--- config.mk ---
export PLATFORM = sky130hd
export DESIGN_NAME = camera_ctrl_multi
export DESIGN_NICKNAME = d
export VERILOG_FILES = /design/src/rtl/camera_pkg.sv /design/src/rtl/exposure_reg.sv /design/src/rtl/camera_ctrl_multi.sv
export SDC_FILE = /design/constraint.sdc
export NUM_CORES = 1
export LEC_CHECK = 0
export ABC_AREA = 0
export CORE_MARGIN = 4
export CORE_UTILIZATION = 50
export CTS_CLUSTER_DIAMETER = 80
export DETAILED_ROUTE_END_ITERATION = 7
export GPL_TIMING_DRIVEN = 0
export PLACE_DENSITY_LB_ADDON = 0.3
export SLEW_MARGIN = 10
export SYNTH_ARGS = -nofsm -noshare
export SYNTH_HDL_FRONTEND = slang
export SYNTH_HIERARCHICAL = 1
export SYNTH_SLANG_ARGS = --single-unit
export TNS_END_PERCENT = 5
--- constraint.sdc ---
create_clock -name clk -period 2.1 [get_ports clk]
set_clock_uncertainty 0.1 [all_clocks]
set_input_delay 0.63 -clock clk [delete_from_list [all_inputs] [get_ports clk]]
set_output_delay 0.63 -clock clk [all_outputs]
set_load 0.01 [all_outputs]
--- src/rtl/camera_pkg.sv ---
// camera_pkg: shared types and constants for the camera_ctrl_multi block.
//   cam_state_e  - controller FSM state (IDLE / EXPOSE / READ)
//   ROW_CYCLES   - clk cycles spent on each readout row (select, then convert)
//   row_cnt_w()  - row counter width, max(1, clog2(rows))
package camera_pkg;

  typedef enum logic [1:0] {
    ST_IDLE   = 2'd0,
    ST_EXPOSE = 2'd1,
    ST_READ   = 2'd2
  } cam_state_e;

  localparam int unsigned ROW_CYCLES = 2;

  function automatic int unsigned row_cnt_w(input int unsigned rows);
    return (rows > 1) ? $clog2(rows) : 1;
  endfunction

endpackage

--- src/rtl/exposure_reg.sv ---
// exposure_reg: saturating up/down exposure-time register.
// Parameters: EXP_W (width), EXP_MIN/EXP_MAX (saturation limits),
//             EXP_RESET (value after reset).
// Ports:
//   clk, reset  - clock, asynchronous active-low reset
//   inc, dec    - step up / down by one per enabled cycle (both = hold)
//   enable      - updates only take effect while high
//   value       - current exposure time in clk cycles
module exposure_reg
  import camera_pkg::*;
#(
  parameter int unsigned EXP_W     = 5,
  parameter int unsigned EXP_MIN   = 2,
  parameter int unsigned EXP_MAX   = 30,
  parameter int unsigned EXP_RESET = 2
) (
  input  logic             clk,
  input  logic             reset,
  input  logic             inc,
  input  logic             dec,
  input  logic             enable,
  output logic [EXP_W-1:0] value
);

  logic [EXP_W-1:0] value_q, value_d;

  always_comb begin
    value_d = value_q;
    if (enable) begin
      if (inc && !dec && (value_q < EXP_W'(EXP_MAX))) begin
        value_d = value_q + EXP_W'(1);
      end else if (dec && !inc && (value_q > EXP_W'(EXP_MIN))) begin
        value_d = value_q - EXP_W'(1);
      end
    end
  end

  always_ff @(posedge clk or negedge reset) begin
    if (!reset) begin
      value_q <= EXP_W'(EXP_RESET);
    end else begin
      value_q <= value_d;
    end
  end

  assign value = value_q;

endmodule

--- src/rtl/camera_ctrl_multi.sv ---
// camera_ctrl_multi: erase / expose / row-by-row ADC readout sequencer for a
// pixel array with ROWS readout rows.
// Ports:
//   clk, reset         - clock, asynchronous active-low reset
//   init               - start-frame strobe (sampled only when idle)
//   exp_inc, exp_dec   - exposure adjust while idle (saturating)
//   cont               - continuous capture request (CAMERA_CONT_EN only)
//   nre[ROWS-1:0]      - active-low row read enables, one-cold during readout
//   expose, erase, adc - pixel expose, pixel erase, ADC convert strobe
//   busy               - high whenever a frame is in progress
//   frame_done         - one-cycle pulse after the last row conversion
// Build option: define CAMERA_CONT_EN to add the cont port and free-running
// back-to-back frames.
module camera_ctrl_multi
  import camera_pkg::*;
#(
  parameter int unsigned ROWS      = 2,
  parameter int unsigned EXP_W     = 5,
  parameter int unsigned EXP_MIN   = 2,
  parameter int unsigned EXP_MAX   = 30,
  parameter int unsigned EXP_RESET = 2
) (
  input  logic            clk,
  input  logic            reset,
  input  logic            init,
  input  logic            exp_inc,
  input  logic            exp_dec,
`ifdef CAMERA_CONT_EN
  input  logic            cont,
`endif
  output logic [ROWS-1:0] nre,
  output logic            expose,
  output logic            erase,
  output logic            adc,
  output logic            busy,
  output logic            frame_done
);

  localparam int unsigned RW = row_cnt_w(ROWS);

  cam_state_e       state_q, state_d;
  logic [EXP_W-1:0] exp_time;
  logic [EXP_W-1:0] exp_cnt_q, exp_cnt_d;
  logic [RW-1:0]    row_q, row_d;
  logic             phase_q, phase_d;
  logic             done_d;
  logic [ROWS-1:0]  nre_d;
  logic             cont_w;

`ifdef CAMERA_CONT_EN
  assign cont_w = cont;
`else
  assign cont_w = 1'b0;
`endif

  exposure_reg #(
    .EXP_W    (EXP_W),
    .EXP_MIN  (EXP_MIN),
    .EXP_MAX  (EXP_MAX),
    .EXP_RESET(EXP_RESET)
  ) u_exposure_reg (
    .clk   (clk),
    .reset (reset),
    .inc   (exp_inc),
    .dec   (exp_dec),
    .enable(!busy),
    .value (exp_time)
  );

  // Each row spends ROW_CYCLES (2) cycles: phase 0 selects, phase 1 converts.
  always_comb begin
    state_d   = state_q;
    exp_cnt_d = exp_cnt_q;
    row_d     = row_q;
    phase_d   = phase_q;
    done_d    = 1'b0;
    unique case (state_q)
      ST_IDLE: begin
        if (init) begin
          state_d   = ST_EXPOSE;
          exp_cnt_d = exp_time;
        end
      end
      ST_EXPOSE: begin
        if (exp_cnt_q == EXP_W'(1)) begin
          state_d = ST_READ;
          row_d   = '0;
          phase_d = 1'b0;
        end else begin
          exp_cnt_d = exp_cnt_q - EXP_W'(1);
        end
      end
      ST_READ: begin
        if (!phase_q) begin
          phase_d = 1'b1;
        end else if (row_q == RW'(ROWS - 1)) begin
          done_d  = 1'b1;
          phase_d = 1'b0;
          row_d   = '0;
          if (cont_w) begin
            state_d   = ST_EXPOSE;
            exp_cnt_d = exp_time;
          end else begin
            state_d = ST_IDLE;
          end
        end else begin
          row_d   = row_q + RW'(1);
          phase_d = 1'b0;
        end
      end
      default: state_d = ST_IDLE;
    endcase
  end

  // Outputs are decoded from the next state so they register on the same
  // edge as the state they describe.
  always_comb begin
    nre_d = '1;
    for (int unsigned r = 0; r < ROWS; r++) begin
      if ((state_d == ST_READ) && (row_d == RW'(r))) begin
        nre_d[r] = 1'b0;
      end
    end
  end

  always_ff @(posedge clk or negedge reset) begin
    if (!reset) begin
      state_q    <= ST_IDLE;
      exp_cnt_q  <= '0;
      row_q      <= '0;
      phase_q    <= 1'b0;
      nre        <= '1;
      expose     <= 1'b0;
      erase      <= 1'b1;
      adc        <= 1'b0;
      busy       <= 1'b0;
      frame_done <= 1'b0;
    end else begin
      state_q    <= state_d;
      exp_cnt_q  <= exp_cnt_d;
      row_q      <= row_d;
      phase_q    <= phase_d;
      nre        <= nre_d;
      expose     <= (state_d == ST_EXPOSE);
      erase      <= (state_d == ST_IDLE);
      adc        <= (state_d == ST_READ) && phase_d;
      busy       <= (state_d != ST_IDLE);
      frame_done <= done_d;
    end
  end

endmodule

==> results of run 1 <==
==> cell type report <==
class | instances | area share [%]
plain buffers | 2 | 0.736
clock buffers | 4 | 1.72
inverters | 10 | 2.62
multi-input cells | 85 | 48.7
flip-flops and latches | 21 | 34.8
well taps | 28 | 2.29
repair buffers | 15 | 9.24
==> cells by family after synthesis <==
logic type | share of synthesized area, %
buf+inv | 4.19
flops | 42.3
xor+xnor | 2.09
fa+ha+maj | 11.6
simple gates | 17.8
compound gates | 17.6
mux | 4.39
==> per-stage QoR <==
stage / hold slack, ns / power [mW] / std cells
final: 0.467 / 2.19 / 165
after detailed placement: 0.440 / 1.85 / 158
after global placement: 0.440 / 1.78 / 158
after global routing: 0.497 / 2.39 / 165
after floorplan: 0.234 / 1.56 / 119
after CTS: 0.469 / 2.12 / 164
==> layer usage <==
| layer | share of wire [%] | vias to the layer above | GRT usage, % | wire length, um |
|---|---|---|---|---|
| li1 | - | 458 | - | - |
| met1 | 45 | 443 | 20.1 | 1100 |
| met2 | 49 | 15 | 27.4 | 1210 |
| met3 | 3.5 | 6 | 2.90 | 86 |
| met4 | 2.0 | 0 | 7.28 | 49 |
| met5 | 0 | - | 0 | 0 |
==> cell usage after synthesis, types with 2 or more instances <==
| library cell | count | area [um2] |
|---|---|---|
| nand2_1 | 7 | 26.3 |
| mux2_4 | 3 | 45.0 |
| inv_1 | 10 | 37.5 |
| xnor2_1 | 2 | 17.5 |
| nand3_1 | 4 | 20.0 |
| dfstp_2 | 4 | 105 |
| a21boi_1 | 2 | 15.0 |
| o21ai_0 | 2 | 10.0 |
| and2_1 | 3 | 18.8 |
| a21o_1 | 3 | 22.5 |
| o21ai_1 | 2 | 10.0 |
| dfrtp_1 | 17 | 425 |
| nand2b_1 | 3 | 18.8 |
| nor2_1 | 6 | 22.5 |
| a211oi_2 | 2 | 25.0 |
| clkbuf_1 | 2 | 7.51 |
| ha_1 | 10 | 125 |
| nand4_1 | 2 | 12.5 |
| a21oi_1 | 9 | 45.0 |
==> worst max-delay path, delay by kind of cell <==
kind,cells,cell delay [ns]
and+or+nand+nor,2,0.29
buffers and inverters,2,0.32
adders and majority gates,1,0.28
AOI/OAI and AO/OA,2,0.31
xor gates and xnor gates,1,0.08
muxes,1,0.26
==> sequential cells by signal, summed over array words and instances (netlist names) <==
signal                flops
exp_cnt_q                 5
phase_q                   1
busy                      1
adc                       1
row_q                     1
state_q                   2
expose                    1
u_exposure_reg/value      5
nre                       2
erase                     1
frame_done                1
==> timing repair <==
| action | CTS | global route |
|---|---|---|
| pin swaps | 0 | 2 |
| hold endpoints to repair | 0 | 0 |
| resized for setup | 10 | 7 |
| hold buffers | 0 | 0 |
| buffers inserted | 2 | 2 |
| endpoints found under the setup margin | 5 | 8 |
==> where the power goes <==
| part | total [mW] | internal, mW | switching [mW] |
|---|---|---|---|
| Clock | 0.187 | 0.0738 | 0.113 |
| Sequential | 0.777 | 0.576 | 0.201 |
| Combinational | 1.23 | 0.623 | 0.604 |
| Total | 2.19 | 1.27 | 0.919 |
==> worst min-delay path by stage <==
stage | startpoint | to | slack [ns] | cells past startpoint
4_1_cts | phase_q | phase_q | 0.47 | 1
2_1_floorplan | reset | adc | 0.23 | 0
3_3_place_gp | phase_q | phase_q | 0.44 | 1
3_5_place_dp | phase_q | phase_q | 0.44 | 1
6_report | phase_q | phase_q | 0.47 | 1
5_1_grt | phase_q | phase_q | 0.50 | 1
==> run metrics, run 1 <==
H-tree depth 1; final wirelength 2440 um; die area roughly 3400 um2; CP endpoint kind flip-flop; Yosys Warn Count 6; reg-to-reg startpoint exp_cnt_q[1]; most common cell after layout, fill and taps aside dfrtp_1; Max Freq 481 MHz; end of the worst register-to-register path nre[1]; dpl ws -0.628 ns; fin nets roughly 150; first-pass GRT wire length 4240 um; GRT overflow 0; worst reg-to-reg path cell count 6; Setup WS post-layout 0.0200 ns; Layout fillers between 150 and 200; max incr delay on CP 0.28 ns; Slowest-stage cell, CP ha_1; drt first pass iters 4; Slew @ Worst Pin between 0.9 and 1 ns; Tmin final 2.08 ns; ANT nets after route 0; final instance area 1530 um2; P&R area growth vs syn 21.9%; RSZ-0062 raised after global routing yes; Vias per Instance roughly 5.6; Clock Latency Late Sink 0.29 ns; Tot GR Track Use 16.2%; antenna diode count 0; Multi-input gate area 744 um2; critical path class in2reg; I/O Buffers 11; Final Util 66.6%; Reg2Reg Setup Slack 0.10 ns; Residual DRC 0; initial antenna violation count 0; Syn Std Cell Area 1250 um2; Die H about 58 um; crit path to u_exposure_reg/value[3]; Max-cap violations 0; largest net degree at the start of global routing 22; placed inst area 1410 um2; num ports 12; Sequential cell area 532 um2; crit-path cells dlygate4sd2_1, nand2b_4, nor2b_4, inv_4, ha_1, a21o_2, a21oi_2, xnor2_1, mux2_4; synthesis-stage register bit count 21; critical path fanouts, max 5; commonest non-fill, non-tap cells in the layout dfrtp_1, inv_1, nand2_1, a21oi_1, ha_1; Seq/Total Area, Yosys 42.3%; Yosys cell types 45; ys flop type dfrtp_1; Worst IR Drop VDD approximately 1 mV; CP Launch Type input pin; CTS max path bufs 2; number of enable flip-flop cells after synthesis 0; crit path DAT 2.17 ns; die width 58.1 um; Final Hold Fails 0; worst setup path startpoint exp_dec; Lkg Pwr 0.684 nW; async set-reset flop share out of synthesis between 90% and 100%; TritonCTS clock tree yes; drt wl/cell 14.8 um; Clock Pin Slew Worst Setup and Hold Paths 0.11 ns; cell area power density around 1400 nW/um2; vias 922; # clock sinks 21; initial DRC count 14; Final Setup Violations 0; CP required 2.19 ns; core area 2300 um2; layout cell share with drive strength beyond 1 24.8%; Synth Instances 119; worst hold path class reg2reg; fin crit share 99.0%; CTS buffer count 3; Mapped Nets between 100 and 150; Avg Inst Size Synth 10.5 um2; CTS root buf clkbuf_4; Final Max Tran Viols 0; Final HPWL DP 1800 um; vias in the first global route 924; Row Count 17; TNS Setup 0 ns; GPL Wtd Cong 0.822; status finished, final reports clean; max_slew headroom 39.2%; starting density of the core 54.6%
Note: power is estimated with default switching activity, not from simulation.
==> run 2: changes to the inputs <==
--- a/config.mk
+++ b/config.mk
@@ -7,10 +7,11 @@
 export LEC_CHECK = 0
 export ABC_AREA = 0
 export CORE_MARGIN = 4
-export CORE_UTILIZATION = 50
+export CORE_UTILIZATION = 56
 export CTS_CLUSTER_DIAMETER = 80
 export DETAILED_ROUTE_END_ITERATION = 7
 export GPL_TIMING_DRIVEN = 0
+export MAX_ROUTING_LAYER = met4
 export PLACE_DENSITY_LB_ADDON = 0.3
 export SLEW_MARGIN = 10
 export SYNTH_ARGS = -nofsm -noshare
==> constraint.sdc (replaced) <==
create_clock -name clk -period 2.05 [get_ports clk]
set_clock_uncertainty 0.1 [all_clocks]
set_input_delay 0.615 -clock clk [delete_from_list [all_inputs] [get_ports clk]]
set_output_delay 0.615 -clock clk [all_outputs]
set_load 0.01 [all_outputs]
==> run 2 against run 1 <==
Against the previous run:
- the flow now finishes with violations (negative setup slack)
- die area down 9.3%
- sequential share of layout area down 0.61 points
- via count up 7.5%
- utilization up 9.7 points
- register-to-register slack worse by 0.15 ns
- clock power up 11%
- final area up 1.8%
- wire length up 20%
- final cell count up 1.8%
- largest power group unchanged
==> run metrics, run 2 (synthesized netlist as in run 1, its figures left out) <==
initial antenna violation count 0 (unchanged); # clock sinks 21 (unchanged); Finished Layout Cells 168 (was 165); layout cell share with drive strength beyond 1 28.4% (was 24.8%); fin nets 158 (was 154); max_slew headroom 38.1% (was 39.2%); Setup WS post-layout -0.0540 ns (was 0.0200 ns); die width 55.3 um (was 58.1 um); starting density of the core 61.5% (was 54.6%); TritonCTS clock tree yes (unchanged); Final Util 76.3% (was 66.6%); CTS root buf clkbuf_4 (unchanged); first-pass GRT wire length 4820 um (was 4240 um); critical path class reg2reg (was in2reg); Tot GR Track Use 20.7% (was 16.2%); Row Count 16 (was 17); Max Freq 475 MHz; Final Hold Fails 0 (unchanged); fin crit share 103%; commonest non-fill, non-tap cells in the layout dfrtp_1, inv_1, buf_4 (was dfrtp_1, inv_1, nand2_1, a21oi_1, ha_1); Die H 55.3 um (was 58.1 um); antenna diode count 0 (unchanged); vias 991 (was 922); CTS buffer count 3 (unchanged); Max-cap violations 0 (unchanged); RSZ-0062 raised after global routing yes (unchanged); core area 2040 um2 (was 2300 um2); most common cell after layout, fill and taps aside dfrtp_1 (unchanged); die area 3060 um2 (was 3380 um2); Tmin final 2.10 ns; Clock Latency Late Sink 0.31 ns (was 0.29 ns); ANT nets after route 0 (unchanged); CTS max path bufs 2 (unchanged); initial DRC count 19 (was 14); CP endpoint kind flip-flop (unchanged); I/O Buffers 11 (unchanged); P&R area growth vs syn 24.1% (was 21.9%); Final HPWL DP 1880 um (was 1800 um); H-tree depth 1 (unchanged); failing checks negative setup slack; cell area power density 1530 nW/um2 (was 1430 nW/um2); GPL Wtd Cong 0.747 (was 0.822); Vias per Instance 5.90 (was 5.59); Slew @ Worst Pin 0.925 ns (was 0.909 ns); crit path DAT 2.21 ns (was 2.17 ns); worst hold path class reg2reg (unchanged); Lkg Pwr 0.700 nW (was 0.684 nW); critical path fanouts, max 6 (was 5); drt wl/cell 17.4 um (was 14.8 um); Clock Pin Slew Worst Setup and Hold Paths 0.12 ns (was 0.11 ns); num ports 12 (unchanged); Residual DRC 0 (unchanged); vias in the first global route 997 (was 924); drt first pass iters 4 (unchanged); Final Max Tran Viols 0 (unchanged); GRT overflow 0 (unchanged); final wirelength 2930 um (was 2440 um); Layout fillers 140 (was 180); CP Launch Type flip-flop (was input pin); Worst IR Drop VDD 1.12 mV (was 1.02 mV); status finished, violations left (was finished, final reports clean); CP required 2.16 ns (was 2.19 ns); TNS Setup -0.0540 ns (was 0 ns); cell count after placement 157 (was 158); largest net degree at the start of global routing 22 (unchanged); Final Setup Violations 1 (was 0)
==> run 2: routing by layer <==
| layer | vias to the layer above | part of all wire (%) | wire [um] | GRT usage [%] |
|---|---|---|---|---|
| li1 | 463 | - | - | - |
| met1 | 490 | 43 | 1270 | 24.0 |
| met2 | 32 | 50 | 1470 | 33.3 |
| met3 | 6 | 4.6 | 134 | 5.36 |
| met4 | 0 | 1.9 | 57 | 9.72 |
| met5 | - | 0 | 0 | - |
==> run 2: repair_timing <==
action                                  4_1_cts  5_1_grt
resized for setup                            13        3
endpoints found under the setup margin       10       11
hold buffers                                  0        0
pin swaps                                     4        3
buffers inserted                              3        5
hold endpoints to repair                      0        0
==> run 2: cell type report <==
cell class / count / area [um2] / share of cell area [%]
inverters: 10 / 40.0 / 2.57
well taps: 27 / 33.8 / 2.17
clock buffers: 3 / 22.5 / 1.45
clock inverters: 1 / 5.00 / 0.321
flip-flops and latches: 21 / 532 / 34.1
plain buffers: 2 / 11.3 / 0.723
multi-input cells: 85 / 749 / 48.1
repair buffers: 19 / 164 / 10.5
==> run 2: path summary, 6_finish.rpt <==
check / from / end / slack (ns) / depth (start not counted)
max: u_exposure_reg/value[1] / u_exposure_reg/value[3] / -0.05 / 8
min: exp_cnt_q[1] / exp_cnt_q[1] / 0.51 / 2
max reg2reg: u_exposure_reg/value[1] / u_exposure_reg/value[3] / -0.05 / 8
min reg2reg: exp_cnt_q[1] / exp_cnt_q[1] / 0.51 / 2
max in group asynchronous: reset / u_exposure_reg/value[4] / 0.52 / 1
min in group asynchronous: reset / row_q / 0.70 / 1
==> run 2: report_power, final <==
part           switching, mW  total [mW]  internal, mW
clock network          0.134       0.207        0.0730
registers              0.216       0.805         0.590
logic                  0.675        1.37         0.694
==> run 2: critical path, cell delays in order (launching register included) <==
cell and delay, ns:
dfstp_2 0.60, nand4_1 0.09, nor2b_4 0.15, inv_4 0.10, ha_4 0.20, a21o_2 0.20, a21oi_2 0.20, xnor2_1 0.08
mux2_4 0.26
==> run 2: per-stage QoR <==
stage	area, um2	total power [mW]	worst slack (ns)	hold WS [ns]
5_1_grt	1560	2.58	-0.121	0.550
2_1_floorplan	1280	1.61	-0.0187	0.219
4_1_cts	1510	2.24	-0.0468	0.516
6_report	1560	2.38	-0.0540	0.511
3_5_place_dp	1420	1.92	-0.652	0.487
3_3_place_gp	1420	1.82	-0.566	0.446
